$ cat config.mk
export PLATFORM = sky130hd
export DESIGN_NAME = md_issue_ctrl
export DESIGN_NICKNAME = d
export VERILOG_FILES = /design/src/rtl/md_pkg.sv /design/src/rtl/md_op_fifo.sv /design/src/rtl/md_issue_ctrl.sv
export SDC_FILE = /design/constraint.sdc
export NUM_CORES = 1
export LEC_CHECK = 0
export ABC_AREA = 1
export CORE_MARGIN = 2
export CORE_UTILIZATION = 40
export DETAILED_ROUTE_END_ITERATION = 8
export HOLD_SLACK_MARGIN = 0.12
export PLACE_DENSITY = 0.73
export SLEW_MARGIN = 20
export SYNTH_ARGS = -nofsm -noshare
export SYNTH_HDL_FRONTEND = slang
export SYNTH_SLANG_ARGS = --single-unit
export TNS_END_PERCENT = 50
$ cat constraint.sdc
create_clock -name clk -period 10.1 [get_ports clk]
set_input_delay 1.515 -clock clk [delete_from_list [all_inputs] [get_ports clk]]
set_output_delay 1.515 -clock clk [all_outputs]
set_load 0.005 [all_outputs]
$ cat src/rtl/md_pkg.sv
// Shared encodings for the multiply/divide issue controller: opcodes, HI/LO
// read codes, queue entry layout, FSM states and timing constants.
package md_pkg;

  localparam logic [2:0] OP_NONE  = 3'd0;
  localparam logic [2:0] OP_MULT  = 3'd1;
  localparam logic [2:0] OP_MULTU = 3'd2;
  localparam logic [2:0] OP_DIV   = 3'd3;
  localparam logic [2:0] OP_DIVU  = 3'd4;
  localparam logic [2:0] OP_MTHI  = 3'd5;
  localparam logic [2:0] OP_MTLO  = 3'd6;

  localparam logic [1:0] RD_NONE = 2'b00;
  localparam logic [1:0] RD_HI   = 2'b01;
  localparam logic [1:0] RD_LO   = 2'b10;

  localparam int FIFO_DEPTH     = 2;
  localparam int TIMEOUT_CYCLES = 12;
  localparam int WAIT_CNT_W     = $clog2(TIMEOUT_CYCLES + 1);

  typedef enum logic [1:0] {
    ST_IDLE  = 2'd0,
    ST_ISSUE = 2'd1,
    ST_WAIT  = 2'd2
  } state_e;

  typedef struct packed {
    logic [2:0]  op;
    logic [31:0] a;
    logic [31:0] b;
  } md_entry_t;

  localparam int ENTRY_W = $bits(md_entry_t);

  // Opcodes 0 and 7 carry no work for the unit and are never queued.
  function automatic logic is_md_op(input logic [2:0] op);
    return (op >= OP_MULT) && (op <= OP_MTLO);
  endfunction

endpackage

$ cat src/rtl/md_op_fifo.sv
// Two-entry operation queue with 1-bit wrapping pointers and an occupancy
// count; clear empties it in one edge and overrides push/pop.
module md_op_fifo
  import md_pkg::*;
#(
  parameter int WIDTH = 8
) (
  input  logic             clk,
  input  logic             reset,
  input  logic             push,
  input  logic             pop,
  input  logic             clear,
  input  logic [WIDTH-1:0] din,
  output logic [WIDTH-1:0] dout,
  output logic             full,
  output logic             empty
);

  localparam int CNT_W = $clog2(FIFO_DEPTH + 1);

  logic [WIDTH-1:0] mem [FIFO_DEPTH];
  logic             wr_ptr;
  logic             rd_ptr;
  logic [CNT_W-1:0] count;
  logic             do_push;
  logic             do_pop;

  assign full    = (count == CNT_W'(FIFO_DEPTH));
  assign empty   = (count == '0);
  assign do_push = push && !full;
  assign do_pop  = pop && !empty;
  assign dout    = mem[rd_ptr];

  always_ff @(posedge clk or posedge reset) begin
    if (reset) begin
      wr_ptr <= 1'b0;
      rd_ptr <= 1'b0;
      count  <= '0;
    end else if (clear) begin
      wr_ptr <= 1'b0;
      rd_ptr <= 1'b0;
      count  <= '0;
    end else begin
      if (do_push) wr_ptr <= ~wr_ptr;
      if (do_pop)  rd_ptr <= ~rd_ptr;
      case ({do_push, do_pop})
        2'b10:   count <= count + 1'b1;
        2'b01:   count <= count - 1'b1;
        default: count <= count;
      endcase
    end
  end

  // Payload storage needs no reset; occupancy alone says what is valid.
  always_ff @(posedge clk) begin
    if (do_push && !clear) mem[wr_ptr] <= din;
  end

endmodule

$ cat src/rtl/md_issue_ctrl.sv
// Issue controller for the multiply/divide unit: queues operations, issues
// one at a time with a one-cycle start pulse, and gates HI/LO reads.
module md_issue_ctrl
  import md_pkg::*;
(
  input  logic        clk,
  input  logic        reset,
  input  logic        in_valid,
  input  logic [2:0]  in_op,
  input  logic [31:0] in_a,
  input  logic [31:0] in_b,
  output logic        in_ready,
  input  logic [1:0]  rd_op,
  output logic        rd_stall,
  input  logic        flush,
  output logic [2:0]  md_op,
  output logic [31:0] md_num1,
  output logic [31:0] md_num2,
  output logic        md_req,
  output logic [1:0]  hilo_rop,
  input  logic        md_busy,
  output logic        timeout_err
);

  state_e                state_reg, state_next;
  logic [WAIT_CNT_W-1:0] wait_cnt_reg, wait_cnt_next;
  logic                  timeout_err_reg, timeout_set;
  md_entry_t             issue_reg, head, in_entry;
  logic [ENTRY_W-1:0]    head_bits;
  logic                  fifo_full, fifo_empty;
  logic                  push, pop;

  assign in_entry = '{op: in_op, a: in_a, b: in_b};
  assign push     = in_valid && !fifo_full && !flush && is_md_op(in_op);
  assign head     = md_entry_t'(head_bits);

  md_op_fifo #(.WIDTH(ENTRY_W)) u_fifo (
    .clk   (clk),
    .reset (reset),
    .push  (push),
    .pop   (pop),
    .clear (flush),
    .din   (in_entry),
    .dout  (head_bits),
    .full  (fifo_full),
    .empty (fifo_empty)
  );

  always_comb begin
    state_next    = state_reg;
    wait_cnt_next = '0;
    pop           = 1'b0;
    timeout_set   = 1'b0;
    case (state_reg)
      ST_IDLE: begin
        if (!fifo_empty && !md_busy && !flush) begin
          pop        = 1'b1;
          state_next = ST_ISSUE;
        end
      end
      ST_ISSUE: begin
        // A flush here cancels the start (md_req), so nothing will run.
        state_next = flush ? ST_IDLE : ST_WAIT;
      end
      ST_WAIT: begin
        if (!md_busy) begin
          state_next = ST_IDLE;
        end else if (wait_cnt_reg == WAIT_CNT_W'(TIMEOUT_CYCLES - 1)) begin
          state_next  = ST_IDLE;
          timeout_set = 1'b1;
        end else begin
          wait_cnt_next = wait_cnt_reg + 1'b1;
        end
      end
      default: state_next = ST_IDLE;
    endcase
  end

  always_ff @(posedge clk or posedge reset) begin
    if (reset) begin
      state_reg       <= ST_IDLE;
      wait_cnt_reg    <= '0;
      timeout_err_reg <= 1'b0;
      issue_reg       <= '0;
    end else begin
      state_reg    <= state_next;
      wait_cnt_reg <= wait_cnt_next;
      if (timeout_set) timeout_err_reg <= 1'b1;
      if (pop)         issue_reg       <= head;
    end
  end

  assign in_ready    = !fifo_full;
  assign md_req      = flush;
  assign md_op       = (state_reg == ST_ISSUE) ? issue_reg.op : OP_NONE;
  assign md_num1     = (state_reg == ST_ISSUE) ? issue_reg.a  : 32'd0;
  assign md_num2     = (state_reg == ST_ISSUE) ? issue_reg.b  : 32'd0;
  assign timeout_err = timeout_err_reg;

  // Reads wait until nothing queued or in flight could still change HI/LO.
  assign rd_stall = (rd_op != RD_NONE) &&
                    (!fifo_empty || (state_reg != ST_IDLE) || md_busy);
  assign hilo_rop = rd_stall ? RD_NONE : rd_op;

endmodule

-- Yosys cells after proc, flatten, opt, wreduce, memory -nomap -nowiden
Memory sizes are Yosys's and may differ from the RTL's. A register that Yosys moved wholly into a read port is not among the register bits.
Cells that the tools add are included.
- bits in registers: 11
- bits in writable memories: 134
- input bits: 74
- output and inout port bits: 73
- logic and storage cells: 71
- memories kept: 1
- $add $sub $neg: 3
- order comparisons: 2
- eq/ne operators: 8
- muxes and demuxes: 25
- bitwise logic cells: 2
- reductions and logical operators: 24
- memories (name ; words ; width ; read ports ; clocked after Yosys merged registers in ; write ports ; line ; source):
    u_fifo.mem ; 2 ; 67 ; 1 ; 1 ; 1 ; md_op_fifo.sv:21 ; logic [WIDTH-1:0] mem [FIFO_DEPTH];
- operators by type and width (cell ; count):
    32-bit two-way mux ; 2
    2-bit two-way mux ; 6
    4-bit two-way mux ; 3
    1-bit two-way mux ; 11
    1-bit logical AND ; 10
    2-bit nonzero test ; 4
    2-bit == test, second input constant ; 3
    2-bit case mux with 3 select lines ; 1
    4-bit by 1-bit adder with 4-bit output, second input constant ; 1
    2-bit by 1-bit == test with 1-bit output, second input constant ; 2
    4-bit == test, second input constant ; 1
    1-bit logical NOT ; 4
    2-bit logical NOT ; 2
    2-bit case mux with 2 select lines ; 1
    3-bit by 1-bit >= comparator with 1-bit output, second input constant ; 1
    3-bit less-or-equal comparator, second input constant ; 1
    3-bit two-way mux ; 1
    3-bit inequality test, second input constant ; 1
    3-bit nonzero test ; 1
    2-bit by 1-bit adder with 2-bit output, second input constant ; 1
    1-bit logical OR ; 2
    2-bit inequality test, second input constant ; 1
    1-bit inverter ; 2
    2-bit AND reduction ; 1
    2-bit by 1-bit subtractor with 2-bit output, second input constant ; 1

-- Depth between registers and ports, before layout
Gate-level depths: netlist (run 1).
- depth in word-level cells: 10
- mapped depth: 9
- gate-level depth less buffers: 9

-- Cells and area by module
A second synthesis (run 1) with hierarchy kept.
- cells, all modules: 732
- area, all modules: 8778.4 um^2
- by module, submodules not included (module ; times used ; cells an instance ; area an instance (um^2) ; seq. area each (um^2)):
    md_op_fifo ; 1 ; 246 ; 5119.9 ; 4124.0
    md_issue_ctrl ; 1 ; 486 ; 3658.5 ; 1851.8

-- Worst setup path after synthesis (run 1)
OpenSTA, ideal clock, no wires.
- path kind: input to register
- from: in flush
- to: mem u_fifo.mem[1][0] in the netlist's numbering, enable pin
- setup time: 0.493 ns
- arrival time: 4.715 ns
- required time: 9.607 ns
- path slack: 4.892 ns
- stages on the path: 5
- buffers on the path: 0
- cell sequence: inv_1 > nand2_1 > nor2_1 > nand3_1 > nor2_1
- cells in the longest elaborated chain, start to end: 7
- RTL lines (what ; line ; source):
    start, declared ; md_issue_ctrl.sv:15 ; input logic flush,
    1-bit logical NOT (*) ; md_op_fifo.sv:56, md_issue_ctrl.sv:34 ;
    1-bit logical AND (2 in a row) ; md_issue_ctrl.sv:34 ; assign push = in_valid && !fifo_full && !flush && is_md_op(in_op);
    1-bit logical AND ; md_op_fifo.sv:30 ; assign do_push = push && !full;
    1-bit logical AND (*) ; md_op_fifo.sv:56 ; if (do_push && !clear) mem[wr_ptr] <= din;
    1-bit two-way mux (*) ; md_op_fifo.sv:56 ;
    1-bit two-way mux (not written as such) (*) ; md_op_fifo.sv:56 ;
    end, declared ; md_op_fifo.sv:21 ;
Every way passes the cells marked *; elsewhere a longest branch is shown, timed or not.

-- Worst setup path after layout (run 1)
- from: in md_busy
- to: out rd_stall
- cells in the longest elaborated chain, start to end: 2
- RTL lines (what ; line ; source):
    start, declared ; md_issue_ctrl.sv:21 ; input logic md_busy,
    1-bit logical OR ; md_issue_ctrl.sv:102 ; (!fifo_empty || (state_reg != ST_IDLE) || md_busy);
    1-bit logical AND ; md_issue_ctrl.sv:101 ; assign rd_stall = (rd_op != RD_NONE) &&
    end, declared ; md_issue_ctrl.sv:14 ; output logic rd_stall,
Every way passes these cells.

==> results of run 1 <==
-- through the flow --
step	util, %	hold slack (ns)	std cells	setup slack, ns	power [mW]
final	51.6	0.455	1155	5.73	2.41
after global routing	51.6	0.469	1155	5.63	2.57
after CTS	51.6	0.457	1155	5.71	2.44
after detailed placement	48.3	0.447	1115	5.71	1.68
after global placement	48.3	0.439	1115	5.73	1.66
after floorplan	-	0.431	726	4.89	1.50
-- critical path: cells and delay by family --
family / cells / cell delay, ns
buffers and inverters: 4 / 1.13
AND/OR/NAND/NOR: 1 / 0.12
AO/OA/AOI/OAI: 1 / 0.10
-- logic make-up after synthesis --
kind of cell | after synthesis
simple gates | 182
flops | 212
compound gates | 141
buf+inv | 189
fa+ha+maj | 1
xor+xnor | 1
-- Yosys cell counts --
master                     instances  area, um^2
sky130_fd_sc_hd__buf_4             2        15.0
sky130_fd_sc_hd__a21oi_1           1        5.00
sky130_fd_sc_hd__inv_1           150         563
sky130_fd_sc_hd__nor2_1           81         304
sky130_fd_sc_hd__xnor2_1           1        8.76
sky130_fd_sc_hd__o211ai_1         67         503
sky130_fd_sc_hd__o21ai_1           2        10.0
sky130_fd_sc_hd__buf_1             3        11.3
sky130_fd_sc_hd__nand2_1          87         327
sky130_fd_sc_hd__clkbuf_4          1        7.51
sky130_fd_sc_hd__a21o_1            1        7.51
sky130_fd_sc_hd__and3_4            1        11.3
sky130_fd_sc_hd__nand3b_1          1        7.51
sky130_fd_sc_hd__buf_2            13        65.1
sky130_fd_sc_hd__dfrtp_1          78        1950
sky130_fd_sc_hd__o21ai_0          59         295
sky130_fd_sc_hd__nand4_1           2        12.5
sky130_fd_sc_hd__buf_6             9         101
sky130_fd_sc_hd__inv_2             1        3.75
sky130_fd_sc_hd__clkbuf_1         10        37.5
sky130_fd_sc_hd__ha_1              1        12.5
sky130_fd_sc_hd__o21ai_2          10        87.6
sky130_fd_sc_hd__o21a_1            1        7.51
sky130_fd_sc_hd__edfxtp_1        134        4020
sky130_fd_sc_hd__or2_2             1        6.26
sky130_fd_sc_hd__nand3_1           8        40.0
sky130_fd_sc_hd__nor3_1            1        5.00
-- cells in the final DEF (no fill, tap or decap), types with 2 or more instances in the layout --
cell type,n
sky130_fd_sc_hd__buf_4,6
sky130_fd_sc_hd__clkbuf_1,5
sky130_fd_sc_hd__clkbuf_16,23
sky130_fd_sc_hd__clkdlybuf4s50_1,146
sky130_fd_sc_hd__clkinv_2,9
sky130_fd_sc_hd__clkinv_4,2
sky130_fd_sc_hd__dfrtp_1,77
sky130_fd_sc_hd__edfxtp_1,134
sky130_fd_sc_hd__inv_1,148
sky130_fd_sc_hd__nand2_1,86
sky130_fd_sc_hd__nand3_1,8
sky130_fd_sc_hd__nand4_1,2
sky130_fd_sc_hd__nor2_1,80
sky130_fd_sc_hd__o211ai_1,67
sky130_fd_sc_hd__o21ai_0,59
sky130_fd_sc_hd__o21ai_1,2
sky130_fd_sc_hd__o21ai_2,10
-- worst min path at each step --
stage / start / end / slack, ns / depth (start not counted)
after detailed placement: timeout_err / timeout_err / 0.45 / 1
after CTS: wait_cnt_reg[0] / wait_cnt_reg[0] / 0.46 / 1
after global placement: timeout_err / timeout_err / 0.44 / 1
after floorplan: wait_cnt_reg[0] / wait_cnt_reg[0] / 0.43 / 1
after global routing: timeout_err / timeout_err / 0.47 / 1
final: wait_cnt_reg[0] / wait_cnt_reg[0] / 0.45 / 1
-- power by group through the flow --
stage                     clock [mW]  sequential (mW)  combinational, mW
after floorplan                    0             1.16              0.341
after global placement             0             1.19              0.471
after detailed placement           0             1.19              0.481
after CTS                      0.778             1.18              0.486
after global routing           0.819             1.20              0.550
final                          0.757             1.18              0.473
-- layout make-up --
| cell class | instances | area [um^2] | share of cell area, % |
|---|---|---|---|
| well taps | 275 | 344 | 3.20 |
| inverters | 151 | 569 | 5.30 |
| flip-flops and latches | 212 | 5980 | 55.6 |
| clock inverters | 12 | 93.8 | 0.873 |
| clock buffers | 28 | 594 | 5.53 |
| multi-input cells | 325 | 1660 | 15.4 |
| repair buffers | 152 | 1510 | 14.0 |
-- routing by layer --
metal  wire length [um]  part of all wire [%]  global-route usage (%)
met4                466                   2.9                    6.05
met2               7930                    50                    25.5
met5                  0                     0                       0
met1               6680                    42                    18.7
met3                818                   5.1                    2.23
==> flow_summary_export.csv, run 1 <==
group,metric,value,unit
outcome,status,"completed",
pwr,p_clk_share,31.5,%
synthesis,synth-seq-area-share,70.9,%
worst_setup_path,timing.setup.critical_path_class,"in -> out",
finish,largest_register_ff_count,134,
synthesis,post_synth_fa_ha_maj_area_fraction,0.148,%
worst_setup_path,worst_ep_arrival_time,2.86,ns
grt,grt_antenna_before_repair,0,
pwr,power.density,224,mW/mm^2
detailed_routing,wl_per_cell,13.8,um
pwr,power.static_leakage,4.26,nW
finish,stdcell_area,0.0107,mm^2
detailed_routing,avgViaCountPerCell,4.63,
cts,bufs_on_longest_clock_path,3,
flow_run,max_cap_violations,0,
placed_design,dpl_cell_area,0.0101,mm^2
worst_setup_path,reg2reg_slack,7.48,ns
cts,clock_insertion_delay_worst_skew,0.49,ns
finish,num-fill-cells,1784,
grt,grt_use_total,14.8,%
synthesis,synthesis.nets,801,
synthesis,post_synth_xor_area_fraction,0.104,%
synthesis,synth_simple_gate_area_share,8.46,%
worst_setup_path,cp_data_required_time,8.59,ns
worst_setup_path,cp_max_fo,3,
cts,cts.clk_slew.worst_paths,0.05,ns
worst_setup_path,rr_endpoint,"u_fifo.mem[1][60]",
worst_setup_path,critPathCaptureType,"output port",
synthesis,synth_mux_area_share,0,%
grt,grt_remaining_overflow,0,
floorplanning,die-width,149,um
floorplanning,die_height,149,um
cts,tritoncts,"done",
detailed_routing,ant_nets,0,
pwr,sw_frac_of_total,27.5,%
cts,cts.repair_timing.setup_buffer_count,0,
cts,cts_resized,0,
timing,finalHoldViolations,0,
synthesis,dominant_combinational_cell_family_by_area_after_synthesis,"compound AO/OA/AOI/OAI gates",
synthesis,synth-seq-cells,212,
worst_setup_path,max_stage_delay,0.50,ns
placed_design,routabilityCongestion,0.754,
worst_setup_path,crit_slowest_cell,"sky130_fd_sc_hd__clkdlybuf4s50_1",
synthesis,synth_compound_gate_area_share,10.9,%
timing,drv_slew,0,
grt,wire_length_of_the_first_global_routing_pass,26000,um
cts,cts-buffers-inserted,23,
pwr,maximum_vdd_drop,0.127,mV
detailed_routing,post-route-drc-count,0,
pwr,power_frac_comb,19.7,%
cts,cts_num_sinks,212,
worst_setup_path,crit_path_start,"md_busy",
placed_design,dp.final_hpwl,9840,um
floorplanning,num_io_pins,147,
synthesis,post_synth.cell_area_avg,11.6,um^2
floorplanning,placeableCoreArea,0.0208,mm^2
pwr,power.net_switching,0.662,mW
worst_setup_path,critical_path.startpoint_type,"primary input",
worst_setup_path,r2r.worst_path.cells,6,
timing,period_minus_slack,4.37,ns
grt,first_global_vias,5197,
timing,max_freq,229,MHz
timing,worst-slew-pin-transition,0.937,ns
timing,timing.clock.skew,0.0122,ns
detailed_routing,firstDrtPassIters,5,
worst_setup_path,cp-endpoint,"rd_stall",
worst_setup_path,reg2reg_from,"u_fifo.count[1]",
synthesis,post_synth_num_cell_types,27,
finish,antenna_diode_instance_count,0,
cts,root_buffer,"sky130_fd_sc_hd__clkbuf_16",
floorplanning,initial_core_util,40.5,%
floorplanning,std_cell_rows,53,
finish,syn_to_final_growth,27.5,%
synthesis,post_synth_inst_count,726,
detailed_routing,via_count,5344,
detailed_routing,totalWireLength,15900,um
timing,slew_headroom,37.4,%
finish,nNetsFinal,940,
pwr,sequential_power_share,48.9,%
timing,setup_violations,0,
detailed_routing,drt_iter0_drc,272,
timing,period_share,43.3,%
finish,drive_above_1_share,6.59,%
placed_design,io_buffer_count,146,
synthesis,synth_area,0.00843,mm^2
pwr,power.internal,1.75,mW
worst_setup_path,cells_along_the_critical_path,"clkdlybuf4s50_1 > inv_1 > nand4_1 > o21ai_0 > inv_1 > clkdlybuf4s50_1",
hold_path,hold_path_class,"reg -> reg",
grt,grt_max_degree,78,
timing,finalSetupTns,0,ns
cts,cts_htree_levels,1,
synthesis,synthesis.yosys.warnings,0,
timing,setup_repair_after_global_routing_missed_its_margin,"false",
floorplanning,floorplan.die_area,0.0223,mm^2
cts,hold_fix_buffers_cts,0,
(Power assumes the default switching activity.)
==> run 2: changes to the inputs <==
==> constraint.sdc (replaced) <==
create_clock -name clk -period 4.3 [get_ports clk]
set_input_delay 0.645 -clock clk [delete_from_list [all_inputs] [get_ports clk]]
set_output_delay 0.645 -clock clk [all_outputs]
set_load 0.005 [all_outputs]
==> flow_summary_export.csv, run 2 (synthesis gave the netlist of run 1 again) <==
group,metric,value,unit
floorplanning,floorplan.die_area,0.0223,mm^2
detailed_routing,via_count,5326,
hold_path,min_path_cells,1,
finish,mostFrequentLayoutCell,"sky130_fd_sc_hd__inv_1",
timing,finalWorstSetupSlack,1.09,ns
worst_setup_path,critPathCaptureType,"output port",
finish,antenna_diode_instance_count,0,
detailed_routing,wl_per_cell,14.5,um
cts,tritoncts,"done",
worst_setup_path,cells_along_the_critical_path,"inv_1 > nand2_2 > buf_4 > nor2_1 > clkdlybuf4s50_1",
detailed_routing,ant_nets,0,
timing,period_minus_slack,3.21,ns
worst_setup_path,max_stage_delay,0.53,ns
cts,bufs_on_longest_clock_path,3,
cts,clock_insertion_delay_worst_skew,0.49,ns
cts,cts_num_sinks,212,
placed_design,routabilityCongestion,0.821,
cts,cts.repair_timing.setup_buffer_count,0,
flow_run,max_cap_violations,0,
placed_design,place_worst_setup_slack,1.37,ns
grt,wire_length_of_the_first_global_routing_pass,26600,um
cts,cts-buffers-inserted,23,
floorplanning,std_cell_rows,53,
worst_setup_path,cp_max_fo,39,
timing,worst-slew-pin-transition,0.878,ns
floorplanning,num_io_pins,147,
worst_setup_path,crit_slowest_cell,"sky130_fd_sc_hd__clkdlybuf4s50_1",
timing,period_share,74.7,%
detailed_routing,totalWireLength,16800,um
cts,cts_htree_levels,1,
timing,timing.clock.skew,0.00962,ns
grt,first_global_vias,5349,
floorplanning,die_height,149,um
detailed_routing,post-route-drc-count,0,
floorplanning,initial_core_util,40.5,%
finish,drive_above_1_share,7.01,%
pwr,power.static_leakage,4.32,nW
pwr,maximum_vdd_drop,0.323,mV
worst_setup_path,cp_data_required_time,3.65,ns
finish,leading_cell_types_in_the_layout_fill_and_taps_excluded,"sky130_fd_sc_hd__inv_1, sky130_fd_sc_hd__clkdlybuf4s50_1, sky130_fd_sc_hd__edfxtp_1",
cts,cts.clk_slew.worst_paths,0.06,ns
detailed_routing,firstDrtPassIters,5,
placed_design,dp.final_hpwl,10600,um
cts,cts_resized,0,
timing,setup_violations,0,
timing,max_freq,311,MHz
timing,slew_headroom,41.3,%
finish,nNetsFinal,943,
detailed_routing,avgViaCountPerCell,4.60,
grt,grt_use_total,15.2,%
outcome,status,"completed",
timing,setup_repair_after_global_routing_missed_its_margin,"false",
placed_design,io_buffer_count,146,
grt,grt_remaining_overflow,0,
worst_setup_path,worst_ep_arrival_time,2.57,ns
hold_path,hold_path_class,"reg -> reg",
finish,syn_to_final_growth,29.0,%
worst_setup_path,critical_path.startpoint_type,"register",
floorplanning,die-width,149,um
floorplanning,placeableCoreArea,0.0208,mm^2
timing,finalSetupTns,0,ns
pwr,power.density,540,mW/mm^2
cts,root_buffer,"sky130_fd_sc_hd__clkbuf_16",
worst_setup_path,r2r.worst_path.cells,7,
timing,finalHoldViolations,0,
worst_setup_path,worstPathBufferInverterCount,3,
detailed_routing,drt_iter0_drc,271,
grt,grt_antenna_before_repair,0,
finish,largest_register_ff_count,134,
worst_setup_path,timing.setup.critical_path_class,"reg -> out",
timing,drv_slew,0,
worst_setup_path,path_depth,5,
worst_setup_path,cpLargestDelayFamily,"buffers and inverters",
grt,grt_max_degree,86,
cts,hold_fix_buffers_cts,0,
## run 2: changes by cell type in the layout (fill, tap and decap cells not counted), moves of 2 or more
cell,previous run,this run
sky130_fd_sc_hd__clkinv_4,2,0
sky130_fd_sc_hd__buf_12,0,2
sky130_fd_sc_hd__clkinv_2,9,5
sky130_fd_sc_hd__clkbuf_8,0,7
## run 2: through the flow
stage	util (%)	hold slack, ns	power [mW]	instances	instance area [um^2]
finish	52.2	0.461	5.87	1159	10900
global route	52.2	0.474	6.21	1159	10900
CTS	52.2	0.467	5.95	1159	10900
detailed placement	48.5	0.454	3.99	1118	10100
global placement	48.5	0.441	3.94	1118	10100
floorplan	-	0.431	3.52	726	8430
## run 2: final timing paths
| check | from | endpoint | slack (ns) |
|---|---|---|---|
| worst min-delay path | timeout_err | timeout_err | 0.46 |
| worst min register to register | timeout_err | timeout_err | 0.46 |
| worst max-delay path | state_reg[1] | md_num2[27] | 1.09 |
| worst max register to register | u_fifo.count[0] | u_fifo.mem[0][19] | 2.25 |
| min in group asynchronous | reset | wait_cnt_reg[0] | 0.61 |
| max in group asynchronous | reset | issue_reg[34] | 2.85 |
## run 2: layout make-up
| class | instances | area [um^2] |
|---|---|---|
| inverters | 151 | 569 |
| fillers | 1788 | 9950 |
| multi-input cells | 325 | 1660 |
| clock inverters | 6 | 52.6 |
| clock buffers | 35 | 712 |
| well taps | 275 | 344 |
| flip-flops and latches | 212 | 5980 |
| repair buffers | 155 | 1550 |
## run 2: power by group
part / switching, mW / internal [mW] / leakage [nW]
sequential: 0.179 / 2.60 / 2.19
clock: 0.744 / 1.19 / 0.380
combinational: 0.686 / 0.466 / 1.76
## run 2: worst register-to-register path, cell delays in order, from the launching register on
cell and delay (ns):
sky130_fd_sc_hd__dfrtp_1 0.42, sky130_fd_sc_hd__inv_2 0.09, sky130_fd_sc_hd__nand2_1 0.09, sky130_fd_sc_hd__nand2_1 0.08, sky130_fd_sc_hd__nor2_1 0.06, sky130_fd_sc_hd__nand2_1 0.09, sky130_fd_sc_hd__clkinv_2 0.50, sky130_fd_sc_hd__buf_12 0.45
## run 2: metal layers
metal	global-route usage, %	wire (um)
met1	19.2	7350
met5	0	0
met4	5.19	341
met3	2.26	689
met2	26.9	8390
==> run 3: changes to the inputs <==
==> constraint.sdc (replaced) <==
create_clock -name clk -period 3.1 [get_ports clk]
set_input_delay 0.465 -clock clk [delete_from_list [all_inputs] [get_ports clk]]
set_output_delay 0.465 -clock clk [all_outputs]
set_load 0.005 [all_outputs]
==> flow_summary_export.csv, run 3 (synthesis gave the netlist of run 1 again) <==
group,metric,value,unit
outcome,status,"completed",
grt,gr-max-usage-layer,"met2",
detailed_routing,firstDrtPassIters,4,
worst_setup_path,timing.setup.critical_path_class,"reg -> out",
pwr,power.internal,5.80,mW
finish,stdcell_area,0.0108,mm^2
grt,groute.layer.met2.usage,26.6,%
detailed_routing,ant_nets,0,
worst_setup_path,worst_ep_arrival_time,2.26,ns
cts,hold_fix_buffers_cts,0,
grt,grt_antenna_before_repair,0,
pwr,power.static_leakage,4.30,nW
cts,cts_htree_levels,1,
cts,cts.repair_timing.setup_buffer_count,0,
pwr,sequential_power_share,47.9,%
timing,finalHoldViolations,0,
flow_run,max_cap_violations,0,
finish,nNetsFinal,943,
timing,finalSetupTns,0,ns
grt,first_global_vias,5122,
cts,cts-buffers-inserted,22,
grt,grt.met1_usage,19.3,%
detailed_routing,via_count,5361,
detailed_routing,totalWireLength,16800,um
worst_setup_path,crit_slowest_cell,"sky130_fd_sc_hd__clkdlybuf4s50_1",
timing,setup_repair_after_global_routing_missed_its_margin,"false",
grt,use_met3,2.51,%
pwr,power.density,739,mW/mm^2
cts,cts_resized,0,
timing,period_share,87.9,%
cts,clock_insertion_delay_worst_skew,0.49,ns
cts,tritoncts,"done",
pwr,sw_frac_of_total,27.6,%
worst_setup_path,critical_path.startpoint_type,"register",
floorplanning,num_io_pins,147,
detailed_routing,post-route-drc-count,0,
finish,largest_register_ff_count,134,
placed_design,dp.final_hpwl,10900,um
hold_path,hold_path_class,"in -> async",
cts,root_buffer,"sky130_fd_sc_hd__clkbuf_16",
detailed_routing,wl_per_cell,14.5,um
finish,drive_above_1_share,6.34,%
cts,cts.clk_slew.worst_paths,0.06,ns
floorplanning,die_height,149,um
detailed_routing,drt_iter0_drc,329,
worst_setup_path,max_stage_delay,0.53,ns
timing,drv_slew,0,
timing,max_freq,367,MHz
grt,grt_max_degree,71,
worst_setup_path,cp_max_fo,41,
worst_setup_path,cp_data_required_time,2.63,ns
placed_design,dpl_cell_area,0.0101,mm^2
finish,antenna_diode_instance_count,0,
grt,wire_length_of_the_first_global_routing_pass,26200,um
grt,grt_use_total,15.0,%
pwr,power.net_switching,2.21,mW
timing,slew_headroom,54.4,%
finish,syn_to_final_growth,28.6,%
floorplanning,placeableCoreArea,0.0208,mm^2
pwr,maximum_vdd_drop,0.396,mV
timing,finalWorstSetupSlack,0.374,ns
finish,leading_cell_types_in_the_layout_fill_and_taps_excluded,"sky130_fd_sc_hd__inv_1, sky130_fd_sc_hd__clkdlybuf4s50_1, sky130_fd_sc_hd__edfxtp_1",
finish,mostFrequentLayoutCell,"sky130_fd_sc_hd__inv_1",
placed_design,io_buffer_count,146,
detailed_routing,avgViaCountPerCell,4.63,
pwr,p_clk_share,31.8,%
cts,bufs_on_longest_clock_path,3,
floorplanning,floorplan.die_area,0.0223,mm^2
placed_design,routabilityCongestion,0.790,
timing,setup_violations,0,
worst_setup_path,reg2reg_slack,0.94,ns
timing,timing.clock.skew,0.0116,ns
grt,grt_remaining_overflow,0,
timing,worst-slew-pin-transition,0.683,ns
cts,cts_num_sinks,212,
timing,period_minus_slack,2.73,ns
worst_setup_path,critPathCaptureType,"output port",
worst_setup_path,cells_along_the_critical_path,"inv_1 > nand2_2 > buf_12 > nor2_1 > clkdlybuf4s50_1",
floorplanning,std_cell_rows,53,
worst_setup_path,reg2reg_from,"u_fifo.count[0]",
floorplanning,initial_core_util,40.5,%
worst_setup_path,r2r.worst_path.cells,7,
worst_setup_path,rr_endpoint,"u_fifo.mem[0][8]",
placed_design,place_worst_setup_slack,0.395,ns
pwr,power_frac_comb,20.4,%
floorplanning,die-width,149,um
-- run 3: routing by layer --
metal,up-vias,share of wire (%)
li1,2663,-
met1,2557,42
met2,120,52
met3,21,4.9
met4,0,1.7
met5,-,0
-- run 3: critical path, delay by kind of cell (launching register included) --
family	cells	cell delay, ns
buffers and inverters	3	0.93
DFF	1	0.38
and+or+nand+nor	2	0.46
-- run 3: per-stage QoR --
stage / std cells / utilization, % / power (mW) / hold slack [ns]
3_3_place_gp: 1119 / 48.7 / 5.48 / 0.441
3_5_place_dp: 1119 / 48.7 / 5.55 / 0.448
2_1_floorplan: 726 / - / 4.89 / 0.431
6_report: 1158 / 52.1 / 8.02 / 0.428
4_1_cts: 1158 / 52.1 / 8.14 / 0.448
5_1_grt: 1158 / 52.1 / 8.51 / 0.467
-- run 3: how the worst max path moves through the flow --
stage | from | endpoint | slack [ns] | cells after the start
final | state_reg[1] | md_num1[23] | 0.37 | 5
after CTS | state_reg[1] | md_num1[13] | 0.32 | 5
after global placement | flush | u_fifo.mem[0][25] | 0.42 | 9
after global routing | state_reg[1] | md_num2[31] | 0.21 | 5
after floorplan | flush | u_fifo.mem[1][0] | 0.06 | 5
after detailed placement | in_op[0] | u_fifo.mem[0][25] | 0.39 | 8
-- run 3: layout make-up --
cell class              count  area, um^2
multi-input cells         325        1660
clock buffers              33         613
repair buffers            156        1590
fillers                  1789        9980
well taps                 275         344
flip-flops and latches    212        5980
inverters                 151         569
clock inverters             6        90.1
-- run 3: power by group through the flow --
stage	clock, mW	combinational [mW]	sequential (mW)
2_1_floorplan	0	1.11	3.78
3_3_place_gp	0	1.61	3.87
3_5_place_dp	0	1.66	3.89
4_1_cts	2.62	1.68	3.84
5_1_grt	2.73	1.87	3.90
6_report	2.55	1.63	3.84
